$ cat src/rtl/cache_pkg.sv
// Shared definitions for the cache controller / cache memory pair.
// Holds the state encoding, the default geometry and the width-derivation helpers.
package cache_pkg;

    typedef enum logic [2:0] {
        IDLE,
        COMPARE,
        WRITE_BACK,
        ALLOCATE,
        REFILL
    } cache_state_e;

    localparam int DEF_WORD_SIZE       = 32;
    localparam int DEF_WORDS_PER_BLOCK = 4;
    localparam int DEF_NUM_BLOCKS      = 64;
    localparam int DEF_NUM_WAYS        = 4;
    localparam int DEF_ADDR_WIDTH      = 32;

    function automatic int sets_of(input int num_blocks, input int num_ways);
        return num_blocks / num_ways;
    endfunction

    function automatic int offset_width(input int words_per_block);
        return $clog2(words_per_block);
    endfunction

    function automatic int index_width(input int num_blocks, input int num_ways);
        return $clog2(sets_of(num_blocks, num_ways));
    endfunction

    function automatic int tag_width(input int addr_width, input int num_blocks,
                                     input int num_ways, input int words_per_block);
        return addr_width - index_width(num_blocks, num_ways) - offset_width(words_per_block);
    endfunction

endpackage

$ cat src/rtl/cache_addr_split.sv
// Pure field extraction of a word address into {tag, index, offset}; offset sits in the LSBs.
module cache_addr_split #(
    parameter int ADDR_WIDTH   = 32,
    parameter int TAG_WIDTH    = 26,
    parameter int INDEX_WIDTH  = 4,
    parameter int OFFSET_WIDTH = 2
) (
    input  logic [ADDR_WIDTH-1:0]   addr_i,
    output logic [TAG_WIDTH-1:0]    tag_o,
    output logic [INDEX_WIDTH-1:0]  index_o,
    output logic [OFFSET_WIDTH-1:0] offset_o
);

    assign offset_o = addr_i[OFFSET_WIDTH-1:0];
    assign index_o  = addr_i[OFFSET_WIDTH +: INDEX_WIDTH];
    assign tag_o    = addr_i[OFFSET_WIDTH+INDEX_WIDTH +: TAG_WIDTH];

endmodule

$ cat src/rtl/cache_controller.sv
// Blocking write-back / write-allocate controller sitting in front of cache_memory.
// Define CACHE_STATS_EN to add saturating hit_count / miss_count outputs.
module cache_controller
    import cache_pkg::*;
#(
    parameter int WORD_SIZE       = DEF_WORD_SIZE,
    parameter int WORDS_PER_BLOCK = DEF_WORDS_PER_BLOCK,
    parameter int NUM_BLOCKS      = DEF_NUM_BLOCKS,
    parameter int NUM_WAYS        = DEF_NUM_WAYS,
    parameter int ADDR_WIDTH      = DEF_ADDR_WIDTH,
    localparam int NUM_SETS       = sets_of(NUM_BLOCKS, NUM_WAYS),
    localparam int INDEX_WIDTH    = $clog2(NUM_SETS),
    localparam int OFFSET_WIDTH   = offset_width(WORDS_PER_BLOCK),
    localparam int TAG_WIDTH      = tag_width(ADDR_WIDTH, NUM_BLOCKS, NUM_WAYS, WORDS_PER_BLOCK)
) (
    input  logic                    clk,
    input  logic                    rst_n,
    input  logic                    cpu_valid,
    output logic                    cpu_ready,
    input  logic [ADDR_WIDTH-1:0]   cpu_addr,
    input  logic                    cpu_req_type,
    input  logic [WORD_SIZE-1:0]    cpu_wdata,
    output logic                    cpu_done,
    output logic [TAG_WIDTH-1:0]    tag,
    output logic [INDEX_WIDTH-1:0]  index,
    output logic [OFFSET_WIDTH-1:0] blk_offset,
    output logic                    req_type,
    output logic [WORD_SIZE-1:0]    data_in,
    output logic                    read_en_cache,
    output logic                    write_en_cache,
    output logic                    read_en_mem,
    output logic                    write_en_mem,
    input  logic                    hit,
    input  logic                    dirty_bit,
    output logic                    mem_req,
    output logic                    mem_we,
`ifdef CACHE_STATS_EN
    output logic [31:0]             hit_count,
    output logic [31:0]             miss_count,
`endif
    input  logic                    mem_ack
);

    typedef struct packed {
        logic [TAG_WIDTH-1:0]    tag;
        logic [INDEX_WIDTH-1:0]  index;
        logic [OFFSET_WIDTH-1:0] offset;
        logic                    wr;
        logic [WORD_SIZE-1:0]    wdata;
    } cpu_req_t;

    cache_state_e state_q;
    cpu_req_t     req_q;
    cpu_req_t     req_d;
    logic         cpu_ready_q;
    logic         cpu_done_q;
    logic         rd_cache_q;
    logic         wr_cache_q;
    logic         rd_mem_q;
    logic         wr_mem_q;
    logic         mem_req_q;
    logic         mem_we_q;

    cache_addr_split #(
        .ADDR_WIDTH  (ADDR_WIDTH),
        .TAG_WIDTH   (TAG_WIDTH),
        .INDEX_WIDTH (INDEX_WIDTH),
        .OFFSET_WIDTH(OFFSET_WIDTH)
    ) u_split (
        .addr_i  (cpu_addr),
        .tag_o   (req_d.tag),
        .index_o (req_d.index),
        .offset_o(req_d.offset)
    );

    assign req_d.wr    = cpu_req_type;
    assign req_d.wdata = cpu_wdata;

    // Every output is a flop; hit/dirty_bit/mem_ack only steer next-state.
    always_ff @(posedge clk or negedge rst_n) begin
        if (!rst_n) begin
            state_q     <= IDLE;
            req_q       <= '0;
            cpu_ready_q <= 1'b1;
            cpu_done_q  <= 1'b0;
            rd_cache_q  <= 1'b0;
            wr_cache_q  <= 1'b0;
            rd_mem_q    <= 1'b0;
            wr_mem_q    <= 1'b0;
            mem_req_q   <= 1'b0;
            mem_we_q    <= 1'b0;
        end else begin
            cpu_done_q <= 1'b0;
            case (state_q)
                IDLE: begin
                    if (cpu_valid && cpu_ready_q) begin
                        req_q       <= req_d;
                        state_q     <= COMPARE;
                        cpu_ready_q <= 1'b0;
                        rd_cache_q  <= ~cpu_req_type;
                        wr_cache_q  <= cpu_req_type;
                    end
                end
                COMPARE: begin
                    rd_cache_q <= 1'b0;
                    wr_cache_q <= 1'b0;
                    if (hit) begin
                        state_q     <= IDLE;
                        cpu_done_q  <= 1'b1;
                        cpu_ready_q <= 1'b1;
                    end else if (dirty_bit) begin
                        state_q   <= WRITE_BACK;
                        mem_req_q <= 1'b1;
                        mem_we_q  <= 1'b1;
                        wr_mem_q  <= 1'b1;
                    end else begin
                        state_q   <= ALLOCATE;
                        mem_req_q <= 1'b1;
                        mem_we_q  <= 1'b0;
                    end
                end
                WRITE_BACK: begin
                    // mem_req stays high: the fetch follows the write-back directly.
                    if (mem_ack) begin
                        state_q  <= ALLOCATE;
                        mem_we_q <= 1'b0;
                        wr_mem_q <= 1'b0;
                    end
                end
                ALLOCATE: begin
                    if (mem_ack) begin
                        state_q   <= REFILL;
                        mem_req_q <= 1'b0;
                        rd_mem_q  <= 1'b1;
                    end
                end
                REFILL: begin
                    state_q    <= COMPARE;
                    rd_mem_q   <= 1'b0;
                    rd_cache_q <= ~req_q.wr;
                    wr_cache_q <= req_q.wr;
                end
                default: begin
                    state_q     <= IDLE;
                    cpu_ready_q <= 1'b1;
                    rd_cache_q  <= 1'b0;
                    wr_cache_q  <= 1'b0;
                    rd_mem_q    <= 1'b0;
                    wr_mem_q    <= 1'b0;
                    mem_req_q   <= 1'b0;
                    mem_we_q    <= 1'b0;
                end
            endcase
        end
    end

    assign cpu_ready      = cpu_ready_q;
    assign cpu_done       = cpu_done_q;
    assign tag            = req_q.tag;
    assign index          = req_q.index;
    assign blk_offset     = req_q.offset;
    assign req_type       = req_q.wr;
    assign data_in        = req_q.wdata;
    assign read_en_cache  = rd_cache_q;
    assign write_en_cache = wr_cache_q;
    assign read_en_mem    = rd_mem_q;
    assign write_en_mem   = wr_mem_q;
    assign mem_req        = mem_req_q;
    assign mem_we         = mem_we_q;

`ifdef CACHE_STATS_EN
    logic [31:0] hit_cnt_q;
    logic [31:0] hit_cnt_d;
    logic [31:0] miss_cnt_q;
    logic [31:0] miss_cnt_d;
    logic        retry_q;

    // A COMPARE that directly follows REFILL is the post-refill retry.
    always_comb begin
        hit_cnt_d  = hit_cnt_q;
        miss_cnt_d = miss_cnt_q;
        if (state_q == COMPARE && !retry_q) begin
            if (hit) begin
                if (hit_cnt_q != 32'hFFFF_FFFF) hit_cnt_d = hit_cnt_q + 32'd1;
            end else begin
                if (miss_cnt_q != 32'hFFFF_FFFF) miss_cnt_d = miss_cnt_q + 32'd1;
            end
        end
    end

    always_ff @(posedge clk or negedge rst_n) begin
        if (!rst_n) begin
            hit_cnt_q  <= '0;
            miss_cnt_q <= '0;
            retry_q    <= 1'b0;
        end else begin
            hit_cnt_q  <= hit_cnt_d;
            miss_cnt_q <= miss_cnt_d;
            retry_q    <= (state_q == REFILL);
        end
    end

    assign hit_count  = hit_cnt_q;
    assign miss_count = miss_cnt_q;
`endif

    a_cache_en_excl: assert property (@(posedge clk) disable iff (!rst_n)
        !(rd_cache_q && wr_cache_q));
    a_mem_en_excl: assert property (@(posedge clk) disable iff (!rst_n)
        !(rd_mem_q && wr_mem_q));
    a_ready_idle: assert property (@(posedge clk) disable iff (!rst_n)
        cpu_ready_q == (state_q == IDLE));

endmodule

$ cat config.mk
export PLATFORM = sky130hd
export DESIGN_NAME = cache_controller
export DESIGN_NICKNAME = d
export VERILOG_FILES = /design/src/rtl/cache_pkg.sv /design/src/rtl/cache_addr_split.sv /design/src/rtl/cache_controller.sv
export SDC_FILE = /design/constraint.sdc
export NUM_CORES = 1
export LEC_CHECK = 0
export BUFFER_PORTS_ARGS = -buffer_cell sky130_fd_sc_hd__buf_2
export CAP_MARGIN = 40
export CELL_PAD_IN_SITES_DETAIL_PLACEMENT = 1
export CELL_PAD_IN_SITES_GLOBAL_PLACEMENT = 1
export CORE_MARGIN = 1
export CORE_UTILIZATION = 25
export DETAILED_ROUTE_END_ITERATION = 10
export HOLD_SLACK_MARGIN = 0.06
export PLACE_DENSITY_LB_ADDON = 0.08
export SLEW_MARGIN = 0
export SYNTH_ARGS = -nofsm -noshare
export SYNTH_HDL_FRONTEND = slang
export SYNTH_SLANG_ARGS = --single-unit
$ cat constraint.sdc
create_clock -name clk -period 1.9 [get_ports clk]
set_input_delay 0.19 -clock clk [delete_from_list [all_inputs] [get_ports clk]]
set_output_delay 0.19 -clock clk [all_outputs]
set_load 0.1 [all_outputs]
# == Word level (Yosys, flattened, before mapping) ==
# Index checks and enable logic that the tools add are counted.
# word_totals
ff_bits,76
output_inout_bits,73
# classes
eq_ne,10
mux,26
n_bitwise,7
reduce_logical,15
# op_table
cell,count
$pmux 1 s3,6
$pmux 3 s5,1
$mux 1,14
$ne 2x2->1 const B,6
$reduce_and 3->1,4
$reduce_or 3->1,4
$mux 3,3
$not 1->1,7
$eq 3x2->1 const B,2
$reduce_and 2->1,3
$reduce_and 4->1,1
$eq 3x1->1 const B,1
$eq 3x3->1 const B,1
$logic_not 3->1,1
$mux 2,1
$pmux 1 s2,1
$reduce_or 2->1,1
$logic_and 1x1->1,1

# == Longest topological paths before layout ==
# logic_depth
depth_word,4
ltp_mapped,6

# == Cells and area by module ==
# Synthesis repeated with hierarchy kept, for this count alone.
# hier_totals
cells_unflattened,224
hier_area_um2,3241.9
# modules_own_cells
mod,n_inst,cells_per_inst,area_per_inst_um2,seq_area_each_um2
cache_controller,1,192,3001.6,1903.1
cache_addr_split,1,32,240.2,0.0

# == Worst setup path before layout ==
# Ideal clock, no wire load.
# synth_timing
path_kind,reg2reg
startpoint,register cpu_ready_q (netlist: cpu_ready)
endpoint,register req_q (netlist bit blk_offset[0])
arrival_time_ns,1.852
required_time_ns,1.774
setup_slack_ns,-0.079
stages_incl_launch_ff,6
path_cell_list,dfstp_2 -> and2_0 -> and3_4 -> buf_12 -> buf_12 -> mux2_4
# synth_between
elab_chain_len,2
# synth_rtl
item,line,source
from (decl),cache_controller.sv:55,logic cpu_ready_q;
from (signal assigned),cache_controller.sv:84,cpu_ready_q <= 1'b1;
from (signal assigned),cache_controller.sv:99,cpu_ready_q <= 1'b0;
from (signal assigned),cache_controller.sv:110,cpu_ready_q <= 1'b1;
$logic_and 1x1->1,cache_controller.sv:96,if (cpu_valid && cpu_ready_q) begin
$reduce_and 2->1 (no line),n/a,
to (signal assigned),cache_controller.sv:97,req_q <= req_d;
to (decl),cache_controller.sv:53,cpu_req_t req_q;
# Every way passes these cells.
# A chain may end at the register's enable or synchronous reset.

# == Worst setup path in the final report ==
# layout_timing
startpoint,register cpu_ready_q (netlist: cpu_ready)
endpoint,register req_q (netlist bit data_in[13])
# The elaborated chain is that of the path after synthesis.

==> results_dict.tcl <==
set metrics [dict create \
    status "finished, final reports clean" \
    synth_top_area_share_pct 58.3 \
    cts.sink_count 76 \
    critPathArrivalTime_ns 2.00 \
    path_delay_family "flip-flops" \
    cts_setup_buffers 0 \
    maxSlewHeadroom_pct 65.8 \
    grtUsageTotal_pct 12.6 \
    hp-start "cpu_wdata[1]" \
    critPathSlowestCell "dfstp_4" \
    h-tree-depth 3 \
    area_delta_synth_final_pct 38.7 \
    core_um2 12600 \
    synth_top_cell_by_area "dfrtp_1" \
    seq_area_um2 1910 \
    worst_slew_pin_slew_ns 0.517 \
    synth.most_common_cell "dfrtp_1" \
    synthTopCellsByArea "dfrtp_1 58%, mux2_4 23%, mux2_2 5.2%" \
    end_kind "flop" \
    antenna_left 0 \
    portBuffers 143 \
    die_y_um 116 \
    grt_max_degree 27 \
    rows 41 \
    num-nets-final 416 \
    root_buffer "clkbuf_16" \
    syn_avg_cell_area_um2 17.0 \
    synth_cells 189 \
    crit_path_cell_trace "and2_0 > and3_4 > buf_12 > mux2_2" \
    drive_gt1_share_pct 67.7 \
    numCtsBuffers 9 \
    fillCellCount 1368 \
    cp_num_buf_inv 1 \
    drt_iter0_markers 57 \
    cpPeakStageDelay_ns 0.63 \
    drc 0 \
    grt_pass1_wl_um 12500 \
    seq_area_frac_synth_pct 59.1 \
    clkTransAtPathRegs_ns 0.06 \
    setup-violations-final 0 \
    grt_pass1_vias 2320 \
    r2r-start "cpu_ready$_DFFE_PN1P_" \
    setup.worst_path.class "flop to flop" \
    vias_per_cell 4.11 \
    cts_hold_buf 2 \
    clock_skew_ns 0.00604 \
    gp_congestion 0.630 \
    rsz0062_at_grt "false" \
    synth_common_cells "75 x dfrtp_1, 50 x mux2_4, 15 x mux2_2" \
    start_util_pct 25.6 \
    die_x_um 116 \
    tns_ns 0 \
    reg2reg_slack_ns 0.12 \
    die-area_um2 13300 \
    maxCapViolCount 0 \
    multi_input_area_um2 1160 \
    cp-start-kind "flop" \
    required_ns 2.12 \
    vias 2146 \
    cts_max_path_buffers 2 \
    fin_crit_ns 1.78 \
    syn-cell-area_um2 3220 \
    post-dp-hpwl_um 5640 \
    synth_cell_type_count 34 \
    synth_nets 260 \
    insertion_delay_ns 0.34 \
    hold_end "data_in[1]$_DFFE_PN0P_" \
    ios 144 \
    dr.pass1.iters 4 \
    fmax_mhz 561 \
    synth-seq-cells 76 \
    synth_ff_type "dfrtp_1" \
    holdPathStages 2 \
    ys_async_sr_fraction_pct 100 \
    antenna_found_initial 0 \
    worstHoldPathType "input pin to flop" \
    slew_viol_final 0 \
    antenna_cells 0 \
    yosysWarnings 0 \
    r2r-end "data_in[13]$_DFFE_PN0P_" \
    wl_per_cell_um 15.0 \
    totalWireLength_um 7810 \
    path_max_fanout 23 \
    hold_viol 0 \
    synth_edf_count 0 \
    fin_crit_sh_pct 93.8 \
    cts_tree "done" \
    rr_worst_depth 4 \
    overflow 0 \
    cts_resized 0 \
]
per-layer routing:
metal / vias to the layer above / wire length [um] / global-route usage [%]
met5: - / 0 / 0
met4: 0 / 134 / 5.97
met3: 10 / 670 / 5.54
met2: 87 / 3620 / 19.4
met1: 1069 / 3380 / 15.1
li1: 980 / - / -
cells by family (layout without fill, tap and decap cells):
group / after synthesis / after routing / share of synthesized area [%]
simple gates: 15 / 15 / 3.07
mux: 66 / 66 / 28.9
xor+xnor: 1 / 1 / 0.272
buf+inv: 14 / 175 / 5.05
compound gates: 17 / 17 / 3.69
flops: 76 / 76 / 59.1
cell usage in the layout (no fill, tap or decap), types with 2 or more instances in the layout:
cell type      netlist  final
nor2_1               3      3
and4b_1              2      2
nand2_1              3      3
bufinv_16            0      2
o21ai_0              2      2
inv_1                4      4
dlygate4sd3_1        0      2
dfrtp_1             75     75
a21oi_1              4      4
mux2_4              50     50
clkbuf_16            0      9
buf_12               6      2
clkbuf_8             0      3
a21o_1               2      2
clkinv_2             0      2
buf_2                1    142
mux2_2              15     15
buf_4                1      9
layout make-up:
type | count | share of cell area [%]
clock buffers | 12 | 5.96
clock inverters | 4 | 1.57
inverters | 4 | 0.336
multi-input cells | 99 | 25.9
flip-flops and latches | 76 | 42.7
well taps | 172 | 4.82
repair buffers | 155 | 18.8
metrics by stage:
step	utilization [%]	hold WS [ns]	setup WS (ns)	cell area (um2)	cells
6_report	35.6	0.0809	0.117	4470	522
5_1_grt	35.6	0.0633	0.0364	4470	522
4_1_cts	35.6	0.0604	0.0954	4470	522
3_5_place_dp	32.7	0.135	0.100	4110	504
3_3_place_gp	32.7	0.137	0.140	4110	504
2_1_floorplan	-	-0.106	0.0267	3230	189
worst register-to-register path, delay by kind of cell, from the launching register on:
| family | cells | cell delay (ns) |
|---|---|---|
| flip-flops | 1 | 0.63 |
| multiplexers | 1 | 0.37 |
| AND/OR/NAND/NOR | 2 | 0.45 |
| buffers and inverters | 1 | 0.23 |
state kept, by name, indices dropped and copies added (netlist names), 2 cells and up:
| register | count |
|---|---|
| blk_offset | 2 |
| data_in | 32 |
| index | 4 |
| state_q | 3 |
| tag | 26 |
worst max-delay path by stage:
| stage | slack, ns | endpoint | cells past startpoint | startpoint |
|---|---|---|---|---|
| 3_3_place_gp | 0.14 | data_in[6]$_DFFE_PN0P_ | 4 | cpu_ready$_DFFE_PN1P_ |
| 5_1_grt | 0.04 | data_in[6]$_DFFE_PN0P_ | 4 | cpu_ready$_DFFE_PN1P_ |
| 6_report | 0.12 | data_in[13]$_DFFE_PN0P_ | 4 | cpu_ready$_DFFE_PN1P_ |
| 3_5_place_dp | 0.10 | data_in[15]$_DFFE_PN0P_ | 4 | cpu_ready$_DFFE_PN1P_ |
| 2_1_floorplan | 0.03 | blk_offset[0]$_DFFE_PN0P_ | 5 | cpu_ready$_DFFE_PN1P_ |
| 4_1_cts | 0.1 | data_in[6]$_DFFE_PN0P_ | 4 | cpu_ready$_DFFE_PN1P_ |
Power is not shown: default switching activity piles up to over one toggle a cycle in this logic, so the estimate is an artifact.
